$ cat config.mk
export PLATFORM = sky130hd
export DESIGN_NAME = cpu_exec_shell_flat
export DESIGN_NICKNAME = d
export VERILOG_FILES = /design/src/rtl/cpu_exec_shell_if.sv /design/src/rtl/cpu_exec_shell.sv /design/src/flat_wrapper.sv
export SDC_FILE = /design/constraint.sdc
export NUM_CORES = 1
export LEC_CHECK = 0
export CORE_AREA = 2 2 282 284
export CTS_CLUSTER_DIAMETER = 120
export DETAILED_ROUTE_END_ITERATION = 10
export DIE_AREA = 0 0 284 286
export PLACE_DENSITY = 0.4
export SYNTH_ARGS = -nofsm -noshare
export SYNTH_HDL_FRONTEND = slang
export SYNTH_SLANG_ARGS = --single-unit
export TNS_END_PERCENT = 30
$ cat constraint.sdc
create_clock -name clk -period 4.59 [get_ports clk]
set_input_delay 0.6885 -clock clk [delete_from_list [all_inputs] [get_ports clk]]
set_output_delay 0.6885 -clock clk [all_outputs]
set_load 0.1 [all_outputs]
$ cat src/rtl/cpu_exec_shell_if.sv
// Memory-side handshake bundle for cpu_exec_shell: instruction fetch port
// and data access port, both valid/ready. The shell is the master; the
// external simulation memory is the slave.
interface cpu_exec_shell_if #(
    parameter int XLEN = 32
);
    logic            imem_valid;
    logic            imem_ready;
    logic [XLEN-1:0] imem_addr;
    logic [31:0]     imem_rdata;

    logic            dmem_valid;
    logic            dmem_ready;
    logic            dmem_wen;
    logic [2:0]      dmem_memop;
    logic [XLEN-1:0] dmem_addr;
    logic [XLEN-1:0] dmem_wdata;
    logic [XLEN-1:0] dmem_rdata;

    modport master (
        output imem_valid, imem_addr,
        input  imem_ready, imem_rdata,
        output dmem_valid, dmem_wen, dmem_memop, dmem_addr, dmem_wdata,
        input  dmem_ready, dmem_rdata
    );

    modport slave (
        input  imem_valid, imem_addr,
        output imem_ready, imem_rdata,
        input  dmem_valid, dmem_wen, dmem_memop, dmem_addr, dmem_wdata,
        output dmem_ready, dmem_rdata
    );
endinterface

$ cat src/rtl/cpu_exec_shell.sv
// Execution shell around the riscv_cpu core. Steps the core one instruction
// at a time through FETCH -> EXEC -> (MEM) using valid/ready handshakes to
// memory, halts on ebreak or on a handshake watchdog expiry, keeps cycle and
// retired-instruction counters, and provides a registered probe mux.
// Optional feature macro: CPU_EXEC_SHELL_TRACE_EN adds a retirement trace port.
module cpu_exec_shell #(
    parameter int              XLEN     = 32,
    parameter int              PROBE_CH = 4,
    parameter int              TIMEOUT  = 1024,
    parameter logic [XLEN-1:0] RESET_PC = 32'h8000_0000,
    parameter int              SEL_W    = (PROBE_CH > 1) ? $clog2(PROBE_CH) : 1
) (
    input  logic                     clk,
    input  logic                     rst,
    input  logic [XLEN-1:0]          core_pc,
    output logic [31:0]              core_inst,
    output logic                     core_step,
    input  logic                     core_mem_req,
    input  logic                     core_mem_wen,
    input  logic [2:0]               core_memop,
    input  logic [XLEN-1:0]          core_mem_addr,
    input  logic [XLEN-1:0]          core_mem_wdata,
    output logic [XLEN-1:0]          core_mem_rdata,
    input  logic [XLEN-1:0]          core_a0,
    cpu_exec_shell_if.master         mem,
    input  logic [PROBE_CH*XLEN-1:0] probe_bus,
    input  logic [SEL_W-1:0]         probe_sel,
    output logic [XLEN-1:0]          probe_out,
    output logic [XLEN-1:0]          pc,
    output logic                     halted,
    output logic                     fault,
    output logic [XLEN-1:0]          halt_code,
    output logic [63:0]              cycle_cnt,
    output logic [63:0]              instret_cnt
`ifdef CPU_EXEC_SHELL_TRACE_EN
    ,
    output logic                     trace_valid,
    output logic [XLEN-1:0]          trace_pc,
    output logic [31:0]              trace_inst
`endif
);
    localparam logic [31:0] INST_EBREAK = 32'h0010_0073;
    localparam logic [31:0] INST_NOP    = 32'h0000_0013;
    localparam int          WD_W        = $clog2(TIMEOUT + 1);
    localparam logic [WD_W-1:0] WD_LAST = WD_W'(TIMEOUT - 1);

    typedef enum logic [1:0] {S_FETCH, S_EXEC, S_MEM, S_HALT} state_t;

    state_t          r_state;
    state_t          w_next;
    logic [31:0]     r_inst;
    logic [XLEN-1:0] r_rdata;
    logic [WD_W-1:0] r_wdog;
    logic            r_halted;
    logic            r_fault;
    logic [XLEN-1:0] r_halt_code;
    logic [63:0]     r_cycle;
    logic [63:0]     r_instret;
    logic [XLEN-1:0] r_pc;
    logic [XLEN-1:0] r_probe;

    logic            w_imem_valid;
    logic            w_dmem_valid;
    logic            w_step;
    logic            w_imem_hs;
    logic            w_dmem_hs;
    logic            w_waiting;
    logic            w_wd_expire;
    logic            w_is_ebreak;
    logic [XLEN-1:0] w_probe;

    assign w_imem_hs   = w_imem_valid && mem.imem_ready;
    assign w_dmem_hs   = w_dmem_valid && mem.dmem_ready;
    assign w_waiting   = (w_imem_valid && !mem.imem_ready) ||
                         (w_dmem_valid && !mem.dmem_ready);
    assign w_wd_expire = w_waiting && (r_wdog == WD_LAST);
    assign w_is_ebreak = (r_state == S_EXEC) && (r_inst == INST_EBREAK);

    // State register
    always_ff @(posedge clk) begin
        if (rst) r_state <= S_FETCH;
        else     r_state <= w_next;
    end

    // Next-state decode and handshake/step strobes
    always_comb begin
        w_next       = r_state;
        w_imem_valid = 1'b0;
        w_dmem_valid = 1'b0;
        w_step       = 1'b0;
        case (r_state)
            S_FETCH: begin
                w_imem_valid = 1'b1;
                if (mem.imem_ready)   w_next = S_EXEC;
                else if (w_wd_expire) w_next = S_HALT;
            end
            S_EXEC: begin
                if (r_inst == INST_EBREAK) begin
                    w_next = S_HALT;
                end else if (core_mem_req) begin
                    w_next = S_MEM;
                end else begin
                    w_step = 1'b1;
                    w_next = S_FETCH;
                end
            end
            S_MEM: begin
                w_dmem_valid = 1'b1;
                if (mem.dmem_ready) begin
                    w_step = 1'b1;
                    w_next = S_FETCH;
                end else if (w_wd_expire) begin
                    w_next = S_HALT;
                end
            end
            default: w_next = S_HALT;
        endcase
    end

    // Instruction latch: holds the fetched word stable for the core through EXEC/MEM
    always_ff @(posedge clk) begin
        if (rst)            r_inst <= INST_NOP;
        else if (w_imem_hs) r_inst <= mem.imem_rdata;
    end

    // Load data latch; stores leave the previous value in place
    always_ff @(posedge clk) begin
        if (rst)                            r_rdata <= '0;
        else if (w_dmem_hs && !core_mem_wen) r_rdata <= mem.dmem_rdata;
    end

    // Handshake watchdog: counts consecutive waiting cycles, cleared otherwise
    always_ff @(posedge clk) begin
        if (rst)            r_wdog <= '0;
        else if (w_waiting) r_wdog <= r_wdog + 1'b1;
        else                r_wdog <= '0;
    end

    // Halt status, captured on the single edge that enters HALT
    always_ff @(posedge clk) begin
        if (rst) begin
            r_halted    <= 1'b0;
            r_fault     <= 1'b0;
            r_halt_code <= '0;
        end else if (r_state != S_HALT && w_next == S_HALT) begin
            r_halted <= 1'b1;
            if (w_is_ebreak) begin
                r_halt_code <= core_a0;
            end else begin
                r_fault     <= 1'b1;
                r_halt_code <= core_pc;
            end
        end
    end

    // Performance counters; cycle counter freezes once halted
    always_ff @(posedge clk) begin
        if (rst) begin
            r_cycle   <= '0;
            r_instret <= '0;
        end else begin
            if (r_state != S_HALT) r_cycle   <= r_cycle + 64'd1;
            if (w_step)            r_instret <= r_instret + 64'd1;
        end
    end

    // Probe channel select; out-of-range selects fall back to channel 0
    always_comb begin
        w_probe = probe_bus[XLEN-1:0];
        for (int k = 0; k < PROBE_CH; k++) begin
            if (32'(probe_sel) == k) w_probe = probe_bus[k*XLEN +: XLEN];
        end
    end

    // Registered PC copy and probe output
    always_ff @(posedge clk) begin
        if (rst) begin
            r_pc    <= RESET_PC;
            r_probe <= '0;
        end else begin
            r_pc    <= core_pc;
            r_probe <= w_probe;
        end
    end

`ifdef CPU_EXEC_SHELL_TRACE_EN
    logic            r_trace_valid;
    logic [XLEN-1:0] r_trace_pc;
    logic [31:0]     r_trace_inst;

    // Retirement trace: one record in the cycle after each step
    always_ff @(posedge clk) begin
        if (rst) begin
            r_trace_valid <= 1'b0;
            r_trace_pc    <= '0;
            r_trace_inst  <= '0;
        end else begin
            r_trace_valid <= w_step;
            if (w_step) begin
                r_trace_pc   <= core_pc;
                r_trace_inst <= r_inst;
            end
        end
    end

    assign trace_valid = r_trace_valid;
    assign trace_pc    = r_trace_pc;
    assign trace_inst  = r_trace_inst;
`endif

    assign mem.imem_valid = w_imem_valid;
    assign mem.imem_addr  = core_pc;
    assign mem.dmem_valid = w_dmem_valid;
    assign mem.dmem_wen   = core_mem_wen;
    assign mem.dmem_memop = core_memop;
    assign mem.dmem_addr  = core_mem_addr;
    assign mem.dmem_wdata = core_mem_wdata;

    // Load data is bypassed during the handshake cycle since the core commits on that edge
    assign core_mem_rdata = (w_dmem_hs && !core_mem_wen) ? mem.dmem_rdata : r_rdata;
    assign core_inst      = r_inst;
    assign core_step      = w_step;
    assign probe_out      = r_probe;
    assign pc             = r_pc;
    assign halted         = r_halted;
    assign fault          = r_fault;
    assign halt_code      = r_halt_code;
    assign cycle_cnt      = r_cycle;
    assign instret_cnt    = r_instret;
endmodule
$ cat src/flat_wrapper.sv
// flat-port wrapper written by rule: the top's interface ports become plain ports
module cpu_exec_shell_flat 
#(
    parameter int              XLEN     = 32,
    parameter int              PROBE_CH = 4,
    parameter int              TIMEOUT  = 1024,
    parameter logic [XLEN-1:0] RESET_PC = 32'h8000_0000,
    parameter int              SEL_W    = (PROBE_CH > 1) ? $clog2(PROBE_CH) : 1
)
  (clk, rst, core_pc, core_inst, core_step, core_mem_req, core_mem_wen, core_memop, core_mem_addr, core_mem_wdata, core_mem_rdata, core_a0, probe_bus, probe_sel, probe_out, pc, halted, fault, halt_code, cycle_cnt, instret_cnt, mem_imem_valid, mem_imem_addr, mem_imem_ready, mem_imem_rdata, mem_dmem_valid, mem_dmem_wen, mem_dmem_memop, mem_dmem_addr, mem_dmem_wdata, mem_dmem_ready, mem_dmem_rdata);
  cpu_exec_shell_if #(.XLEN(XLEN)) mem_i ();
  input  logic clk;
  input  logic rst;
  input  logic [XLEN-1:0] core_pc;
  output logic [31:0] core_inst;
  output logic core_step;
  input  logic core_mem_req;
  input  logic core_mem_wen;
  input  logic [2:0] core_memop;
  input  logic [XLEN-1:0] core_mem_addr;
  input  logic [XLEN-1:0] core_mem_wdata;
  output logic [XLEN-1:0] core_mem_rdata;
  input  logic [XLEN-1:0] core_a0;
  input  logic [PROBE_CH*XLEN-1:0] probe_bus;
  input  logic [SEL_W-1:0] probe_sel;
  output logic [XLEN-1:0] probe_out;
  output logic [XLEN-1:0] pc;
  output logic halted;
  output logic fault;
  output logic [XLEN-1:0] halt_code;
  output logic [63:0] cycle_cnt;
  output logic [63:0] instret_cnt;
  output wire logic [$bits(mem_i.imem_valid)-1:0] mem_imem_valid;
  output wire logic [$bits(mem_i.imem_addr)-1:0] mem_imem_addr;
  input wire logic [$bits(mem_i.imem_ready)-1:0] mem_imem_ready;
  input wire logic [$bits(mem_i.imem_rdata)-1:0] mem_imem_rdata;
  output wire logic [$bits(mem_i.dmem_valid)-1:0] mem_dmem_valid;
  output wire logic [$bits(mem_i.dmem_wen)-1:0] mem_dmem_wen;
  output wire logic [$bits(mem_i.dmem_memop)-1:0] mem_dmem_memop;
  output wire logic [$bits(mem_i.dmem_addr)-1:0] mem_dmem_addr;
  output wire logic [$bits(mem_i.dmem_wdata)-1:0] mem_dmem_wdata;
  input wire logic [$bits(mem_i.dmem_ready)-1:0] mem_dmem_ready;
  input wire logic [$bits(mem_i.dmem_rdata)-1:0] mem_dmem_rdata;
  assign mem_imem_valid = mem_i.imem_valid;
  assign mem_imem_addr = mem_i.imem_addr;
  assign mem_i.imem_ready = mem_imem_ready;
  assign mem_i.imem_rdata = mem_imem_rdata;
  assign mem_dmem_valid = mem_i.dmem_valid;
  assign mem_dmem_wen = mem_i.dmem_wen;
  assign mem_dmem_memop = mem_i.dmem_memop;
  assign mem_dmem_addr = mem_i.dmem_addr;
  assign mem_dmem_wdata = mem_i.dmem_wdata;
  assign mem_i.dmem_ready = mem_dmem_ready;
  assign mem_i.dmem_rdata = mem_dmem_rdata;
  cpu_exec_shell #(.XLEN(XLEN), .PROBE_CH(PROBE_CH), .TIMEOUT(TIMEOUT), .RESET_PC(RESET_PC), .SEL_W(SEL_W)) u_core (.clk(clk), .rst(rst), .core_pc(core_pc), .core_inst(core_inst), .core_step(core_step), .core_mem_req(core_mem_req), .core_mem_wen(core_mem_wen), .core_memop(core_memop), .core_mem_addr(core_mem_addr), .core_mem_wdata(core_mem_wdata), .core_mem_rdata(core_mem_rdata), .core_a0(core_a0), .mem(mem_i), .probe_bus(probe_bus), .probe_sel(probe_sel), .probe_out(probe_out), .pc(pc), .halted(halted), .fault(fault), .halt_code(halt_code), .cycle_cnt(cycle_cnt), .instret_cnt(instret_cnt));
endmodule
==> results.py, run 1 <==
metrics = {
    "status": {
        "status": "completed",
    },
    "global_routing": {
        "grt_overflow_total": 0,
        "antenna_found_initial": 9,
        "grt_pass1_vias": 12900,
        "grt_pass1_wl_um": 85900,
        "grt_max_degree": 134,
        "gr-usage-all-layers_pct": 14.0,
    },
    "worst_setup_path": {
        "regToRegStartpoint": "u_core.core_inst[1]",
        "crit_path_end": "core_mem_rdata[26]",
        "rr_endpoint": "u_core.instret_cnt[47]",
        "path_max_fanout": 32,
        "worstSetupStartpointType": "flip-flop",
        "startpoint": "u_core.r_state[0]",
        "endpoint_kind": "primary output",
        "r2r_setup_slack_ns": 1.39,
        "r2r_cells": 7,
        "crit_required_ns": 3.90,
        "crit_arrival_ns": 2.95,
        "path_class": "flip-flop to primary output",
    },
    "sta": {
        "period_needed_ns": 3.64,
        "worst_slew_pin_slew_ns": 1.17,
        "clock-skew-final_ns": 0.0214,
        "period_share_pct": 79.2,
        "rsz0062_at_grt": "no",
        "fmax_mhz": 275,
        "worst_slack_ns": 0.952,
        "tns_ns": 0,
        "setup_violations": 0,
        "whs_ns": 0.443,
        "slew_headroom_pct": 21.7,
        "slew_viol_final": 0,
        "hold_viol_final": 0,
    },
    "power_and_ir_drop": {
        "power_frac_seq_pct": 35.3,
        "fin_total_pwr_w": 0.00787,
        "p_per_area_mw_per_mm2": 362,
        "p_comb_share_pct": 21.5,
        "switchingPower_w": 0.00255,
        "total_leakage_power_nw": 7.32,
        "clkPwrFrac_pct": 43.2,
        "power.internal_w": 0.00533,
        "ir_worst_vdd_uv": 208,
        "switching_share_pct": 32.3,
    },
    "final_layout": {
        "syn2layout_area_growth_pct": 54.3,
        "fillers": 8386,
        "ff_latch_area_mm2": 0.00607,
        "final_common_cell": "clkdlybuf4s50_1",
        "final_nets": 2320,
        "drive_above_1_share_pct": 11.6,
        "multi_input_area_mm2": 0.00685,
        "final_area_mm2": 0.0217,
        "layout_common_cells": "clkdlybuf4s50_1 (553), dfxtp_1 (303), nor2_1 (150)",
    },
    "detailed_routing": {
        "routedWlPerCell_um": 19.3,
        "firstDrtPassIters": 4,
        "initialDrtViolationCount": 421,
        "drc_errors": 0,
        "wl_um": 59200,
        "via_per_inst": 4.07,
        "postRouteAntennaNets": 0,
        "vias": 12500,
    },
    "die": {
        "start_util_pct": 18.0,
        "coreArea_mm2": 0.0784,
        "rows": 103,
        "ios": 724,
        "die_y_um": 286,
        "die_w_um": 284,
        "dieArea_mm2": 0.0812,
    },
    "yosys": {
        "synth_area_per_cell_um2": 9.27,
        "syn_area_mm2": 0.0141,
        "seq_area_frac_synth_pct": 43.1,
        "yosysUniqueCellTypes": 55,
        "synthCells": 1518,
        "synth_warnings": 0,
        "synth_seq_cells": 303,
        "synth_nets": 1857,
    },
    "clock_network": {
        "cts_hold_buffers": 0,
        "clock_path_buffers": 3,
        "postCtsResizedCells": 0,
        "post-cts-setup-buffer-count": 0,
        "clk_latency_ns": 0.56,
        "clkSinkCount": 303,
        "htreeDepth": 2,
        "clock-root-buffer": "clkbuf_16",
        "numCtsBuffers": 43,
        "cts_tree": "done",
        "clk_pin_slew_ns": 0.06,
    },
    "run": {
        "cap_violations": 0,
    },
    "placed_design": {
        "place.gp.congestion": 0.819,
        "place_ws_ns": 1.05,
        "port_buffers": 589,
        "place_area_mm2": 0.0203,
        "place_hpwl_um": 45300,
    },
    "hold_path": {
        "hold_path_class": "flip-flop to flip-flop",
        "hold_path.startpoint": "u_core.halted",
    },
}
[worst max-delay path, stage by stage, from the launching register on]
cell and delay [ns]:
dfxtp_1 0.40, inv_1 0.08, ha_1 0.24, nand2_2 0.27
or2_2 0.70, mux2_2 0.43, buf_4 0.24
[worst min path at each step]
stage	end	slack [ns]	cells past startpoint
final	u_core.halted	0.44	2
after global routing	u_core.halt_code[2]	0.48	2
after CTS	u_core.halted	0.45	2
after detailed placement	u_core.halted	0.44	2
after global placement	u_core.halted	0.43	2
after floorplan	u_core.r_wdog[0]	0.43	1
[synth_stat cells (all sizes together)]
cell	number	area (um^2)
a21oi	79	399
and3b	1	8.76
mux2	39	439
a21bo	2	20.0
o211ai	1	12.5
ha	8	100
nand3	60	313
and4	12	105
buf	123	851
nand4	36	238
and4b	1	10.0
o41ai	1	8.76
or4	1	11.3
nand3b	5	37.5
a2111oi	30	333
nor3	29	150
a2111o	1	11.3
and3	14	87.6
nor2	150	563
nand2b	2	12.5
a21o	4	30.0
clkbuf	65	246
nand2	141	529
or3	6	37.5
a211oi	16	133
and2	6	37.5
xnor2	80	701
dfxtp	303	6070
nor2b	105	657
nor4	15	109
a31oi	1	6.26
inv	28	105
nor4bb	1	10.0
nor4b	4	35.0
mux2i	34	340
o21ai	6	30.0
or2	37	231
nor3b	1	7.51
xor2	34	298
a31o	4	35.0
mux4	32	721
[state kept, by name, summed over array words and instances (netlist names)]
name / cells
u_core.cycle_cnt: 64
u_core.instret_cnt: 64
u_core.core_inst: 32
u_core.halt_code: 32
u_core.pc: 32
u_core.probe_out: 32
u_core.r_rdata: 32
u_core.r_wdog: 11
u_core.r_state: 2
u_core.fault: 1
u_core.halted: 1
[power groups by stage]
stage	Combinational, W	Sequential [W]	Clock, W
after floorplan	0.000786	0.00344	0
after global placement	0.00172	0.00283	0
after detailed placement	0.00172	0.00283	0
after CTS	0.00172	0.00278	0.00356
after global routing	0.00177	0.00279	0.00365
final	0.00170	0.00278	0.00340
[per-stage QoR]
stage	utilization, %	instances
floorplan	-	1518
finish	27.7	3065
CTS	27.7	3063
global route	27.7	3064
detailed placement	25.9	2986
global placement	25.9	2986
[cell families (layout without fill, tap and decap cells)]
logic type               after synthesis  in the layout  synth area share [%]
buffers and inverters                216            711                  8.54
AO/OA/AOI/OAI                        145            145                  7.24
AND/OR/NAND/NOR                      627            627                  22.7
other                                  0              2                     0
multiplexers                         105            105                  10.7
flip-flops                           303            303                  43.1
adder cells (fa/ha/maj)                8              8                 0.711
XOR/XNOR                             114            114                  7.09
[layer usage]
layer	up-vias	global-route usage (%)	wire [um]	part of all wire, %
met1	5931	15.5	23100	39
met5	-	0	57	0.096
met2	414	24.4	29200	49
met4	8	4.14	1720	2.9
li1	6017	-	-	-
met3	99	5.73	5170	8.7
[layout make-up]
| cell class | instances | share of cell area (%) |
|---|---|---|
| diodes | 2 | 0.0230 |
| clock buffers | 63 | 5.67 |
| clock inverters | 14 | 0.927 |
| inverters | 28 | 0.484 |
| multi-input cells | 999 | 31.5 |
| flip-flops and latches | 303 | 27.9 |
| well taps | 1050 | 6.05 |
| repair buffers | 606 | 27.4 |
No activity file was read; power rests on OpenSTA's default activity.
==> inputs of run 2 (changes only) <==
CORE_AREA = 2 2 279 281   (was 2 2 282 284)
DIE_AREA = 0 0 281 283   (was 0 0 284 286)
clock period = 3.6 ns   (was 4.59 ns; I/O delays follow)
==> results.py, run 2 (synthesis gave the netlist of run 1 again) <==
metrics = {
    "final_layout": {
        "final_common_cell": "clkdlybuf4s50_1",
        "drive_above_1_share_pct": 14.2,
        "final_nets": 2325,
        "layout_common_cells": "clkdlybuf4s50_1 (503), dfxtp_1 (303), nor2_1 (150)",
        "syn2layout_area_growth_pct": 56.2,
        "fin_util_pct": 28.7,
    },
    "worst_setup_path": {
        "worstSetupStartpointType": "flip-flop",
        "crit_path_cell_trace": "nor4b_1 -> buf_4 -> nand4_1 -> o21ai_4 -> a21oi_2 -> buf_12",
        "path_max_fanout": 4,
        "crit_family": "simple AND/OR/NAND/NOR gates",
        "crit_arrival_ns": 2.86,
        "critPathMaxStageDelay_ns": 0.58,
        "path_class": "flip-flop to primary output",
        "critPathBufInv": 2,
        "crit_required_ns": 3.06,
        "endpoint_kind": "primary output",
        "slowest_stage": "nor4b_1",
    },
    "die": {
        "die_y_um": 283,
        "start_util_pct": 18.4,
        "die_w_um": 281,
        "dieArea_mm2": 0.0795,
        "ios": 724,
        "rows": 102,
        "coreArea_mm2": 0.0767,
    },
    "global_routing": {
        "grt_max_degree": 106,
        "grt_overflow_total": 0,
        "antenna_found_initial": 15,
        "grt_pass1_vias": 12800,
        "grt_pass1_wl_um": 86800,
        "gr-usage-all-layers_pct": 14.6,
    },
    "placed_design": {
        "place_hpwl_um": 46700,
        "port_buffers": 589,
        "place.gp.congestion": 0.804,
    },
    "sta": {
        "hold_viol_final": 0,
        "period_share_pct": 94.4,
        "tns_ns": 0,
        "whs_ns": 0.444,
        "worst_slew_pin_slew_ns": 1.12,
        "rsz0062_at_grt": "no",
        "fmax_mhz": 294,
        "setup_violations": 0,
        "slew_viol_final": 0,
        "slew_headroom_pct": 25.3,
        "clock-skew-final_ns": 0.0212,
        "period_needed_ns": 3.40,
    },
    "detailed_routing": {
        "drc_errors": 0,
        "wl_um": 59900,
        "postRouteAntennaNets": 0,
        "routedWlPerCell_um": 19.6,
        "via_per_inst": 4.08,
        "firstDrtPassIters": 4,
        "initialDrtViolationCount": 433,
        "vias": 12500,
    },
    "clock_network": {
        "clock_path_buffers": 3,
        "postCtsResizedCells": 0,
        "cts_tree": "done",
        "htreeDepth": 2,
        "post-cts-setup-buffer-count": 0,
        "numCtsBuffers": 41,
        "clk_latency_ns": 0.56,
        "clock-root-buffer": "clkbuf_16",
        "clkSinkCount": 303,
        "cts_hold_buffers": 0,
        "clk_pin_slew_ns": 0.05,
    },
    "status": {
        "status": "completed",
    },
    "hold_path": {
        "hold_path_class": "flip-flop to flip-flop",
    },
    "power_and_ir_drop": {
        "total_leakage_power_nw": 7.46,
        "ir_worst_vdd_uv": 276,
        "p_per_area_mw_per_mm2": 442,
        "fin_total_pwr_w": 0.00971,
    },
    "run": {
        "cap_violations": 0,
    },
}
-- run 2: report_power, final --
group | internal [W] | switching [W]
logic | 0.000687 | 0.00151
clock network | 0.00235 | 0.00162
registers | 0.00347 | 0.0000676
total | 0.00651 | 0.00320
-- run 2: layout make-up --
cell class,count,area (um^2)
timing repair buffer,613,6350
antenna,8,20.0
inverter,28,105
tap,1040,1300
multi-input combinational,999,6850
clock buffer,64,1230
sequential,303,6070
fill,8102,54700
clock inverter,9,53.8
-- run 2: worst register-to-register path: cells and delay by family, from the launching register on --
kind                   cells  cell delay, ns
AND/OR/NAND/NOR            2            0.84
buffers and inverters      3            0.77
flip-flops                 1            0.32
AO/OA/AOI/OAI              4            0.93
-- run 2: layer usage --
metal  up-vias  track usage, %  share of wire, %
met3        95            5.51               8.9
met2       425            24.9                49
li1       6043               -                 -
met4         8            4.77               2.5
met1      5927            16.8                40
met5         -               0             0.090
-- run 2: path summary, 6_finish.rpt --
check / from / slack (ns) / endpoint / cells past startpoint
setup reg to reg: u_core.core_inst[26] / 0.68 / u_core.instret_cnt[61] / 9
setup / recovery: u_core.core_inst[26] / 0.20 / core_step / 6
hold reg to reg: u_core.halted / 0.44 / u_core.halted / 2
hold / removal: u_core.halted / 0.44 / u_core.halted / 2
-- run 2: per-stage QoR --
stage                     std cells  setup slack (ns)  area (um^2)
after global placement         2983             0.677        20700
after floorplan                1518            0.0469        14100
after detailed placement       2983             0.635        20700
after global routing           3061            0.0435        22000
after CTS                      3056            0.0839        22000
final                          3064             0.202        22000
==> inputs of run 3 (changes only) <==
CELL_PAD_IN_SITES_DETAIL_PLACEMENT = 0   (was default)
CELL_PAD_IN_SITES_GLOBAL_PLACEMENT = 2   (was default)
CORE_AREA = 2 2 280 282   (was 2 2 279 281)
CTS_CLUSTER_SIZE = 30   (was default)
DIE_AREA = 0 0 282 284   (was 0 0 281 283)
PLACE_DENSITY = 0.65   (was 0.4)
==> results.py, run 3 (synthesis gave the netlist of run 1 again) <==
metrics = {
    "status": {
        "status": "completed",
    },
    "sta": {
        "slew_headroom_pct": 27.1,
        "rsz0062_at_grt": "no",
        "fmax_mhz": 309,
        "tns_ns": 0,
        "setup_violations": 0,
        "hold_viol_final": 0,
        "worst_slew_pin_slew_ns": 1.09,
        "period_needed_ns": 3.24,
        "slew_viol_final": 0,
        "clock-skew-final_ns": 0.0271,
        "worst_slack_ns": 0.360,
        "period_share_pct": 90.0,
    },
    "detailed_routing": {
        "drc_errors": 0,
        "via_per_inst": 4.08,
        "wl_um": 57100,
        "postRouteAntennaNets": 0,
        "vias": 12300,
        "firstDrtPassIters": 5,
        "routedWlPerCell_um": 18.9,
        "initialDrtViolationCount": 506,
    },
    "die": {
        "die_y_um": 284,
        "coreArea_mm2": 0.0770,
        "dieArea_mm2": 0.0801,
        "die_w_um": 282,
        "ios": 724,
        "rows": 102,
        "start_util_pct": 18.3,
    },
    "placed_design": {
        "place.gp.congestion": 0.783,
        "place_hpwl_um": 44800,
        "port_buffers": 589,
        "place_ws_ns": 0.561,
        "placed_cells": 2983,
    },
    "worst_setup_path": {
        "crit_path_end": "core_mem_rdata[4]",
        "rr_endpoint": "u_core.halt_code[23]",
        "path_depth": 6,
        "critPathBufInv": 2,
        "crit_required_ns": 3.06,
        "crit_arrival_ns": 2.70,
        "slowest_stage": "or2_2",
        "critPathMaxStageDelay_ns": 0.65,
        "crit_family": "simple AND/OR/NAND/NOR gates",
        "path_class": "flip-flop to primary output",
        "r2r_cells": 8,
        "worstSetupStartpointType": "flip-flop",
        "startpoint": "u_core.r_state[0]",
        "crit_path_cell_trace": "inv_1 -> ha_1 -> nand2_2 -> or2_2 -> mux2_2 -> buf_12",
        "endpoint_kind": "primary output",
        "r2r_setup_slack_ns": 0.86,
        "path_max_fanout": 32,
        "regToRegStartpoint": "u_core.core_inst[26]",
    },
    "final_layout": {
        "fin_util_pct": 27.6,
        "fillers": 8125,
        "multi_input_area_mm2": 0.00685,
        "ff_latch_area_mm2": 0.00607,
        "layout_common_cells": "clkdlybuf4s50_1 (504), dfxtp_1 (303), nor2_1 (150)",
        "drive_above_1_share_pct": 12.9,
        "syn2layout_area_growth_pct": 50.8,
        "final_nets": 2301,
        "final_common_cell": "clkdlybuf4s50_1",
        "stdcell_count": 3014,
    },
    "global_routing": {
        "grt_max_degree": 116,
        "grt_overflow_total": 0,
        "gr-usage-all-layers_pct": 13.7,
        "grt_pass1_wl_um": 83700,
        "grt_pass1_vias": 12600,
        "antenna_found_initial": 7,
    },
    "clock_network": {
        "postCtsResizedCells": 0,
        "htreeDepth": 1,
        "clock-root-buffer": "clkbuf_16",
        "clkSinkCount": 303,
        "clock_path_buffers": 3,
        "clk_latency_ns": 0.55,
        "numCtsBuffers": 17,
        "clk_pin_slew_ns": 0.12,
        "post-cts-setup-buffer-count": 0,
        "cts_tree": "done",
        "cts_hold_buffers": 0,
    },
    "hold_path": {
        "hold_path.startpoint": "u_core.halt_code[30]",
        "hold_path_class": "flip-flop to flip-flop",
        "min_path_cells": 2,
    },
    "power_and_ir_drop": {
        "p_comb_share_pct": 27.0,
        "power_frac_seq_pct": 43.7,
        "clkPwrFrac_pct": 29.3,
        "power.internal_w": 0.00511,
        "p_per_area_mw_per_mm2": 381,
        "switching_share_pct": 36.9,
        "fin_total_pwr_w": 0.00809,
        "switchingPower_w": 0.00298,
        "total_leakage_power_nw": 7.10,
        "ir_worst_vdd_uv": 248,
    },
    "run": {
        "cap_violations": 0,
    },
}
## run 3: area by class of cell
| type | count | share of cell area (%) |
|---|---|---|
| inverter | 28 | 0.495 |
| clock buffer | 17 | 2.00 |
| timing repair buffer | 613 | 29.8 |
| tap | 1040 | 6.13 |
| sequential | 303 | 28.6 |
| antenna | 3 | 0.0354 |
| multi-input combinational | 999 | 32.3 |
| clock inverter | 11 | 0.678 |
## run 3: how the worst min path moves through the flow
| stage | endpoint |
|---|---|
| after floorplan | u_core.r_wdog[0] |
| after global placement | u_core.halted |
| after detailed placement | u_core.halt_code[27] |
| after CTS | u_core.halt_code[12] |
| after global routing | u_core.halt_code[28] |
| final | u_core.halt_code[30] |
## run 3: stage by stage
stage / hold WS (ns) / cell area [um^2]
floorplan: 0.430 / 14100
global placement: 0.434 / 20700
detailed placement: 0.447 / 20700
CTS: 0.463 / 21200
global route: 0.478 / 21200
finish: 0.460 / 21200
## run 3: tightest hold or removal path, delay by kind of cell (launching register included)
kind / cells / cell delay [ns]
AOI/OAI and AO/OA: 1 / 0.05
DFF: 1 / 0.33
and+or+nand+nor: 1 / 0.05
## run 3: power by group through the flow
stage	Sequential [W]	Combinational [W]	Clock, W
after floorplan	0.00439	0.00100	0
after global placement	0.00361	0.00221	0
after detailed placement	0.00361	0.00221	0
after CTS	0.00354	0.00221	0.00253
after global routing	0.00355	0.00228	0.00265
final	0.00354	0.00219	0.00237
## run 3: routing by layer
layer  GRT usage [%]  part of all wire, %  vias to the layer above
li1                -                    -                     5962
met3            4.47                  7.7                       51
met2            23.6                   49                      408
met4            2.74                  2.0                        6
met5               0                0.063                        -
met1            16.5                   42                     5885
